==> config.mk <==
export PLATFORM = sky130hd
export DESIGN_NAME = wave_gen_mc
export DESIGN_NICKNAME = d
export VERILOG_FILES = /design/src/rtl/wave_gen_pkg.sv /design/src/rtl/wave_chan.sv /design/src/rtl/wave_gen_mc.sv
export SDC_FILE = /design/constraint.sdc
export NUM_CORES = 2
export LEC_CHECK = 0
export BUFFER_PORTS_ARGS = -buffer_cell sky130_fd_sc_hd__buf_4
export CORE_MARGIN = 1.5
export CORE_UTILIZATION = 45
export CTS_CLUSTER_SIZE = 8
export DETAILED_ROUTE_END_ITERATION = 16
export GPL_ROUTABILITY_DRIVEN = 0
export PLACE_DENSITY = 0.6
export RECOVER_POWER = 25
export SLEW_MARGIN = 10
export SYNTH_ARGS = -nofsm -noshare
export SYNTH_HDL_FRONTEND = slang
export SYNTH_SLANG_ARGS = --single-unit
export TNS_END_PERCENT = 30
==> constraint.sdc <==
create_clock -name clk -period 32.8 [get_ports clk]
set_input_delay 4.92 -clock clk [delete_from_list [all_inputs] [get_ports clk]]
set_output_delay 4.92 -clock clk [all_outputs]
set_load 0.05 [all_outputs]
==> src/rtl/wave_gen_pkg.sv <==
// Shared encodings for the multi-channel waveform generator: modes, register offsets, LFSR seed.
package wave_gen_pkg;

    typedef enum logic [2:0] {
        ModeOff    = 3'd0,
        ModeToggle = 3'd1,
        ModePwm    = 3'd2,
        ModePrn    = 3'd3,
        ModeRect   = 3'd4,
        ModeTri    = 3'd5,
        ModeSaw    = 3'd6,
        ModeRsvd   = 3'd7
    } mode_e;

    typedef enum logic [1:0] {
        RegCtrl   = 2'd0,
        RegParam1 = 2'd1,
        RegParam2 = 2'd2,
        RegStatus = 2'd3
    } reg_e;

    localparam logic [31:0] LfsrDefaultSeed = 32'd1;

endpackage

==> src/rtl/wave_chan.sv <==
// One waveform channel: CTRL and PARAM registers, parameter shadows and the sample generator.
module wave_chan #(
    parameter int unsigned W = 16
) (
    input  logic         clk,
    input  logic         rst,
    input  logic         wr_en,
    input  logic [1:0]   reg_sel,
    input  logic [31:0]  wdata,
    input  logic         sync,
    output logic [W-1:0] sample,
    output logic         active,
    output logic [31:0]  rd_data
);
    import wave_gen_pkg::*;

    mode_e        mode_q, mode_d;
    logic         en_q, en_d;
    logic [31:0]  sh1_q, sh1_d, sh2_q, sh2_d;
    logic [31:0]  p1_q, p2_q;
    logic [32:0]  cnt_q, cnt_n, acc_q, acc_n;
    logic         dir_q, dir_n, tog_q, tog_n;
    logic [31:0]  lfsr_q, lfsr_n;
    logic [W-1:0] sample_q;
    logic         active_q;
    logic         restart, running, boundary;
    logic [32:0]  value, amp, prm2, sum, len;

    always_comb begin
        mode_d = mode_q;
        en_d   = en_q;
        sh1_d  = sh1_q;
        sh2_d  = sh2_q;
        if (wr_en) begin
            case (reg_sel)
                RegCtrl: begin
                    mode_d = mode_e'(wdata[2:0]);
                    en_d   = wdata[3];
                end
                RegParam1: sh1_d = wdata;
                RegParam2: sh2_d = wdata;
                default: ;
            endcase
        end
    end

    // mode_d/en_d only differ from the registers on a CTRL write that changes them
    assign restart = sync || (mode_d != mode_q) || (en_d != en_q);
    assign running = en_q && (mode_q != ModeOff) && (mode_q != ModeRsvd);

    assign amp  = {1'b0, p1_q};
    assign prm2 = {1'b0, p2_q};
    assign sum  = acc_q + prm2;
    assign len  = (p1_q == '0) ? 33'd1 : amp;

    always_comb begin
        cnt_n    = cnt_q;
        acc_n    = acc_q;
        dir_n    = dir_q;
        tog_n    = tog_q;
        lfsr_n   = lfsr_q;
        boundary = 1'b0;
        value    = '0;
        case (mode_q)
            ModeToggle: begin
                value = {32'b0, tog_q};
                if (cnt_q + 33'd1 >= len) begin
                    cnt_n    = '0;
                    tog_n    = ~tog_q;
                    boundary = 1'b1;
                end else begin
                    cnt_n = cnt_q + 33'd1;
                end
            end
            ModePwm, ModeRect: begin
                if (mode_q == ModePwm) begin
                    value = (cnt_q < amp) ? 33'd1 : 33'd0;
                end else begin
                    value = (prm2 >= 33'd2 && cnt_q < (prm2 >> 1)) ? amp : 33'd0;
                end
                // PWM period is high+low, RECT period is PARAM2; wrap marks the boundary
                if (cnt_q + 33'd1 >= ((mode_q == ModePwm) ? amp + prm2 : prm2)) begin
                    cnt_n    = '0;
                    boundary = 1'b1;
                end else begin
                    cnt_n = cnt_q + 33'd1;
                end
            end
            ModePrn: begin
                value    = {32'b0, lfsr_q[0]};
                lfsr_n   = (lfsr_q >> 1) ^ (lfsr_q[0] ? p2_q : 32'd0);
                if (lfsr_n == '0) lfsr_n = LfsrDefaultSeed;
                boundary = 1'b1;
            end
            ModeTri: begin
                value = acc_q;
                if (p2_q == '0) begin
                    acc_n    = '0;
                    dir_n    = 1'b0;
                    boundary = 1'b1;
                end else if (!dir_q) begin
                    if (sum >= amp) begin
                        acc_n = amp;
                        dir_n = 1'b1;
                    end else begin
                        acc_n = sum;
                    end
                end else if (acc_q <= prm2) begin
                    acc_n    = '0;
                    dir_n    = 1'b0;
                    boundary = 1'b1;
                end else begin
                    acc_n = acc_q - prm2;
                end
            end
            ModeSaw: begin
                value = acc_q;
                if (p2_q == '0 || sum >= amp) begin
                    acc_n    = '0;
                    boundary = 1'b1;
                end else begin
                    acc_n = sum;
                end
            end
            default: ;
        endcase
    end

    always_ff @(posedge clk or posedge rst) begin
        if (rst) begin
            mode_q   <= ModeOff;
            en_q     <= 1'b0;
            sh1_q    <= '0;
            sh2_q    <= '0;
            p1_q     <= '0;
            p2_q     <= '0;
            cnt_q    <= '0;
            acc_q    <= '0;
            dir_q    <= 1'b0;
            tog_q    <= 1'b0;
            lfsr_q   <= '0;
            sample_q <= '0;
            active_q <= 1'b0;
        end else begin
            mode_q   <= mode_d;
            en_q     <= en_d;
            sh1_q    <= sh1_d;
            sh2_q    <= sh2_d;
            active_q <= running;
            if (restart || !running) begin
                p1_q     <= sh1_d;
                p2_q     <= sh2_d;
                cnt_q    <= '0;
                acc_q    <= '0;
                dir_q    <= 1'b0;
                tog_q    <= 1'b0;
                lfsr_q   <= !restart ? 32'd0 : (sh1_d == '0) ? LfsrDefaultSeed : sh1_d;
                sample_q <= '0;
            end else begin
                cnt_q    <= cnt_n;
                acc_q    <= acc_n;
                dir_q    <= dir_n;
                tog_q    <= tog_n;
                lfsr_q   <= lfsr_n;
                sample_q <= value[W-1:0];
                if (boundary) begin
                    p1_q <= sh1_d;
                    p2_q <= sh2_d;
                end
            end
        end
    end

    always_comb begin
        rd_data = '0;
        case (reg_sel)
            RegCtrl:   rd_data = {28'b0, en_q, mode_q};
            RegParam1: rd_data = sh1_q;
            RegParam2: rd_data = sh2_q;
            default:   rd_data = 32'(sample_q);
        endcase
    end

    assign sample = sample_q;
    assign active = active_q;

endmodule

==> src/rtl/wave_gen_mc.sv <==
// Multi-channel waveform generator: register decode, read-back path and NCH channel instances.
module wave_gen_mc #(
    parameter int unsigned NCH = 4,
    parameter int unsigned W   = 16
) (
    input  logic             clk,
    input  logic             rst,
    input  logic             wr_en,
    input  logic             rd_en,
    input  logic [7:0]       addr,
    input  logic [31:0]      wdata,
    output logic [31:0]      rdata,
    output logic             rvalid,
    input  logic             sync,
    output logic [NCH*W-1:0] wave,
    output logic [NCH-1:0]   active
);
    import wave_gen_pkg::*;

    logic [3:0]  ch;
    logic [1:0]  reg_sel;
    logic [31:0] chan_rd [NCH];
    logic [31:0] rd_mux;
    logic        unused_addr_lsb;

    assign ch              = addr[7:4];
    assign reg_sel         = addr[3:2];
    assign unused_addr_lsb = ^addr[1:0];

    for (genvar c = 0; c < NCH; c++) begin : g_chan
        wave_chan #(
            .W(W)
        ) u_chan (
            .clk    (clk),
            .rst    (rst),
            .wr_en  (wr_en && (ch == 4'(c))),
            .reg_sel(reg_sel),
            .wdata  (wdata),
            .sync   (sync),
            .sample (wave[c*W +: W]),
            .active (active[c]),
            .rd_data(chan_rd[c])
        );
    end

    // Channels at or above NCH never match and read back as zero
    always_comb begin
        rd_mux = '0;
        for (int i = 0; i < NCH; i++) begin
            if (ch == 4'(i)) rd_mux = chan_rd[i];
        end
    end

    always_ff @(posedge clk or posedge rst) begin
        if (rst) begin
            rdata  <= '0;
            rvalid <= 1'b0;
        end else begin
            rvalid <= rd_en;
            if (rd_en) rdata <= rd_mux;
        end
    end

endmodule

==> impl_table.tex <==
\begin{tabular}{lr}
\hline
Metric & Value \\
\hline
\multicolumn{2}{l}{\textbf{Status}} \\
Result of the run & finished, violations left \\
Violated checks & max-capacitance violations, max-slew violations \\
\multicolumn{2}{l}{\textbf{Die}} \\
Die H & 443 um \\
Count of boundary I/O pins & roughly 150 \\
Floorplan die area & a little under 200000 um2 \\
Floorplan die width & between 400 and 500 um \\
Row count & 161 \\
Starting density of the core & 45.3\% \\
Std-Cell Core Area & 193000 um2 \\
\multicolumn{2}{l}{\textbf{Worst setup path}} \\
Launching element of the worst setup path & rst \\
Critical path capture point & g\_chan[1].u\_chan.sh2\_q[26] \\
Path type of the worst setup path & in2async \\
Sort of element at the start of the critical path & input pin \\
Capture instance of the worst register-to-register path & g\_chan[3].u\_chan.p2\_q[7] \\
Cell count of the worst reg-to-reg path & 22 \\
Critical path required time & 33560 ps \\
Minimum setup slack among reg-to-reg paths & 23990 ps \\
Crit path arrival time & 17910 ps \\
Capturing element type of the critical path & asynchronous set/reset pin \\
Maximum fanout along the worst path & 140 \\
Startpoint of the worst-slack reg-to-reg timing path & g\_chan[3].u\_chan.p2\_q[0] \\
\multicolumn{2}{l}{\textbf{Yosys}} \\
Leading cell types by count after synthesis & dfrtp\_1 (1029), ha\_1 (1020), a21oi\_1 (718), inv\_1 (704), nand2\_1 (685) \\
Cell area after technology mapping & 87200 um2 \\
Number of flops mapped to enable cells by yosys & 0 \\
Number of standard cells after synthesis & 9751 \\
Most common cell in the synthesized netlist & dfrtp\_1 \\
Area share of the largest cell type after synthesis & 29.5\% \\
Warning count from the yosys run & 0 \\
Library cell occupying the most area in the post-synthesis netlist & dfrtp\_1 \\
Post-synth cell types & 123 \\
Synth Flop Type & dfrtp\_1 \\
Proportion of synthesized chip area in sequential cells & 29.5\% \\
Synthesis-stage register bit count & 1029 \\
Main area contributors after synthesis & dfrtp\_1 (30\%), ha\_1 (15\%), a21oi\_1 (4.1\%), xnor2\_1 (3.4\%), mux2\_2 (3.4\%) \\
Synth Area per Inst & 8.94 um2 \\
Synth async-reset ratio & 100\% \\
Synthesized netlist net count & 10.8k \\
\multicolumn{2}{l}{\textbf{Finish}} \\
Area of the multi-input gates & 56700 um2 \\
Share of post-route cells with drive strength above 1 & between 7 and 8\% \\
Synthesis-to-finish area growth & 8.12\% \\
Nets & roughly 11k \\
Register Area & 25700 um2 \\
Final Util & 48.9\% \\
Filler cells & 18.3k \\
\multicolumn{2}{l}{\textbf{Timing}} \\
Final Max Slew Viols & $\sim$700 \\
Hold violation total from the final report & 0 \\
Maximum clock rate & 58.3 MHz \\
Setup Total Neg Slack & 0 ps \\
Worst Max-Slew Pin Slew & 8420 ps \\
Final Skew & approximately 37 ps \\
Total of endpoints with negative setup slack in the final report & 0 \\
Crit share post-route & 52.3\% \\
Post-layout min period & 17150 ps \\
Worst slew slack as a fraction of its limit & -461\% \\
Setup repair after global routing missed its margin & no \\
Slack of the critical path & 15650 ps \\
\multicolumn{2}{l}{\textbf{Power and ir drop}} \\
Overall Power & about 4700 uW \\
Power density relative to cell area & 49.7 nW/um2 \\
Worst supply voltage drop on vdd & between 0.05 and 0.06 mV \\
Static Leakage & 0.0453 uW \\
\multicolumn{2}{l}{\textbf{Clock tree}} \\
Number of gates resized after CTS & 0 \\
Hold buffers post-CTS & 0 \\
CTS buffer count & 150 \\
H-Tree Depth & 4 \\
Worst-skew pair later-pin latency & about 800 ps \\
CTS tree & built \\
Clock tree root buffer cell & clkbuf\_16 \\
Total setup buffers inserted after CTS & 0 \\
Clock transition at the register clock pins on the worst setup and hold paths after CTS & around 50 ps \\
Sink count of the clock tree & 1029 \\
Deepest clock path buffer count & 3 \\
\multicolumn{2}{l}{\textbf{GRT}} \\
Overall routing resource usage & roughly 34\% \\
First-pass GRT wire length & 503 mm \\
Maximum number of pins on one net before global-route repair & 154 \\
Number of global-route vias before repair & 76.4k \\
Number of antenna violations at the first check in global routing & 27 \\
Grt ovf & 0 \\
\multicolumn{2}{l}{\textbf{Detailed routing}} \\
Post-detailed-routing wire length & $\sim$340 mm \\
Routed wire length per instance & 27.8 um \\
Number of DRC violations after detailed routing & 0 \\
DRT iter0 DRCs & around 9k \\
Antenna Violating Nets Remaining & 0 \\
Detailed Routing Iterations Pass 1 & 10 \\
Overall via count from detail\_route & 79.7k \\
Vias per std cell & 6.49 \\
\multicolumn{2}{l}{\textbf{Hold path}} \\
Tightest Hold Check Type & reg2reg \\
\multicolumn{2}{l}{\textbf{Flow run}} \\
Number of max-cap violations & 13 \\
\multicolumn{2}{l}{\textbf{Placed design}} \\
Quantity of I/O buffers inserted on ports & 143 \\
Setup slack at placement & 22510 ps \\
Placed wire-length estimate after detailed placement & between 200 and 300 mm \\
\hline
\end{tabular}
-- stage by stage --
step | cell area [um2] | hold slack (ps) | cells
global route | 94200 | 508 | 12300
global placement | 90400 | 464 | 12100
floorplan | 87200 | 474 | 9751
detailed placement | 90400 | 473 | 12100
finish | 94300 | 480 | 12300
CTS | 94600 | 485 | 12300
-- state kept, by name, indices dropped and copies added, names as in the netlist --
name and flops:
g_chan.u_chan.p2_q 128, g_chan.u_chan.acc_q 132, g_chan.u_chan.dir_q 4, g_chan.u_chan.sample 64
g_chan.u_chan.lfsr_q 128, rdata 32, g_chan.u_chan.tog_q 4, g_chan.u_chan.sh2_q 128
g_chan.u_chan.cnt_q 132, g_chan.u_chan.en_q 4, g_chan.u_chan.active 4, g_chan.u_chan.sh1_q 128
rvalid 1, g_chan.u_chan.mode_q 12, g_chan.u_chan.p1_q 128
-- cell type report --
type,count,area share [%]
inverter,713,2.84
clock inverter,12,0.235
antenna,21,0.0557
sequential,1029,27.3
timing repair buffer,277,1.76
tap,2526,3.35
clock buffer,178,4.24
multi-input combinational,7524,60.2
-- worst max-delay path, cell delays in order --
cell	delay [ps]
clkbuf_4	110
clkinvlp_2	890
clkbuf_1	5840
clkbuf_1	2930
buf_4	1080
buf_4	900
buf_4	900
-- per-layer routing --
layer / vias to the layer above / wire, um / part of all wire, % / GRT usage [%]
li1: 35700 / - / - / -
met1: 39200 / 141000 / 41 / 44.9
met2: 3956 / 144000 / 42 / 49.6
met3: 945 / 30400 / 8.9 / 6.88
met4: 12 / 24900 / 7.3 / 21.8
met5: - / 77 / 0.023 / 0
-- cells by family after synthesis --
family | count (synthesis) | synth area share (%)
AO/OA/AOI/OAI | 2871 | 22.4
XOR/XNOR | 577 | 5.80
adder cells (fa/ha/maj) | 1032 | 14.9
buffers and inverters | 1198 | 5.58
flip-flops | 1029 | 29.5
multiplexers | 617 | 8.11
AND/OR/NAND/NOR | 2427 | 13.7
-- power by group --
part | internal [uW] | total (uW) | switching, uW
combinational | 583 | 1630 | 1040
sequential | 1390 | 1570 | 185
clock | 850 | 1480 | 632
total | 2820 | 4680 | 1860
-- how the worst min path moves through the flow --
stage,start,end,slack [ps],cells past startpoint
after detailed placement,rdata[17],rdata[17],470,1
after global placement,rdata[17],rdata[17],460,1
final,rdata[17],rdata[17],480,1
after floorplan,g_chan[2].u_chan.acc_q[19],g_chan[2].u_chan.acc_q[19],470,2
after global routing,rdata[20],rdata[20],510,1
after CTS,rdata[17],rdata[17],480,1
-- cells in the final DEF (no fill, tap or decap), drive strengths merged, types with 127 or more instances in the layout --
| master | Yosys | routed |
|---|---|---|
| dfrtp | 1029 | 1029 |
| ha | 1020 | 1020 |
| a21oi | 722 | 722 |
| inv | 709 | 713 |
| nand2 | 687 | 687 |
| nor2 | 590 | 590 |
| o21ai | 458 | 458 |
| mux2 | 379 | 379 |
| xnor2 | 341 | 341 |
| clkbuf | 327 | 294 |
| a21o | 261 | 261 |
| xor2 | 236 | 236 |
| mux2i | 222 | 222 |
| o21a | 208 | 208 |
| nand4 | 207 | 207 |
| nand3 | 172 | 172 |
| buf | 158 | 161 |
| o221ai | 150 | 150 |
| nor4 | 139 | 139 |
| nor3 | 136 | 136 |
| nand2b | 133 | 133 |
| a22oi | 129 | 129 |
| a31oi | 127 | 127 |
Note: power is estimated with default switching activity, not from simulation.
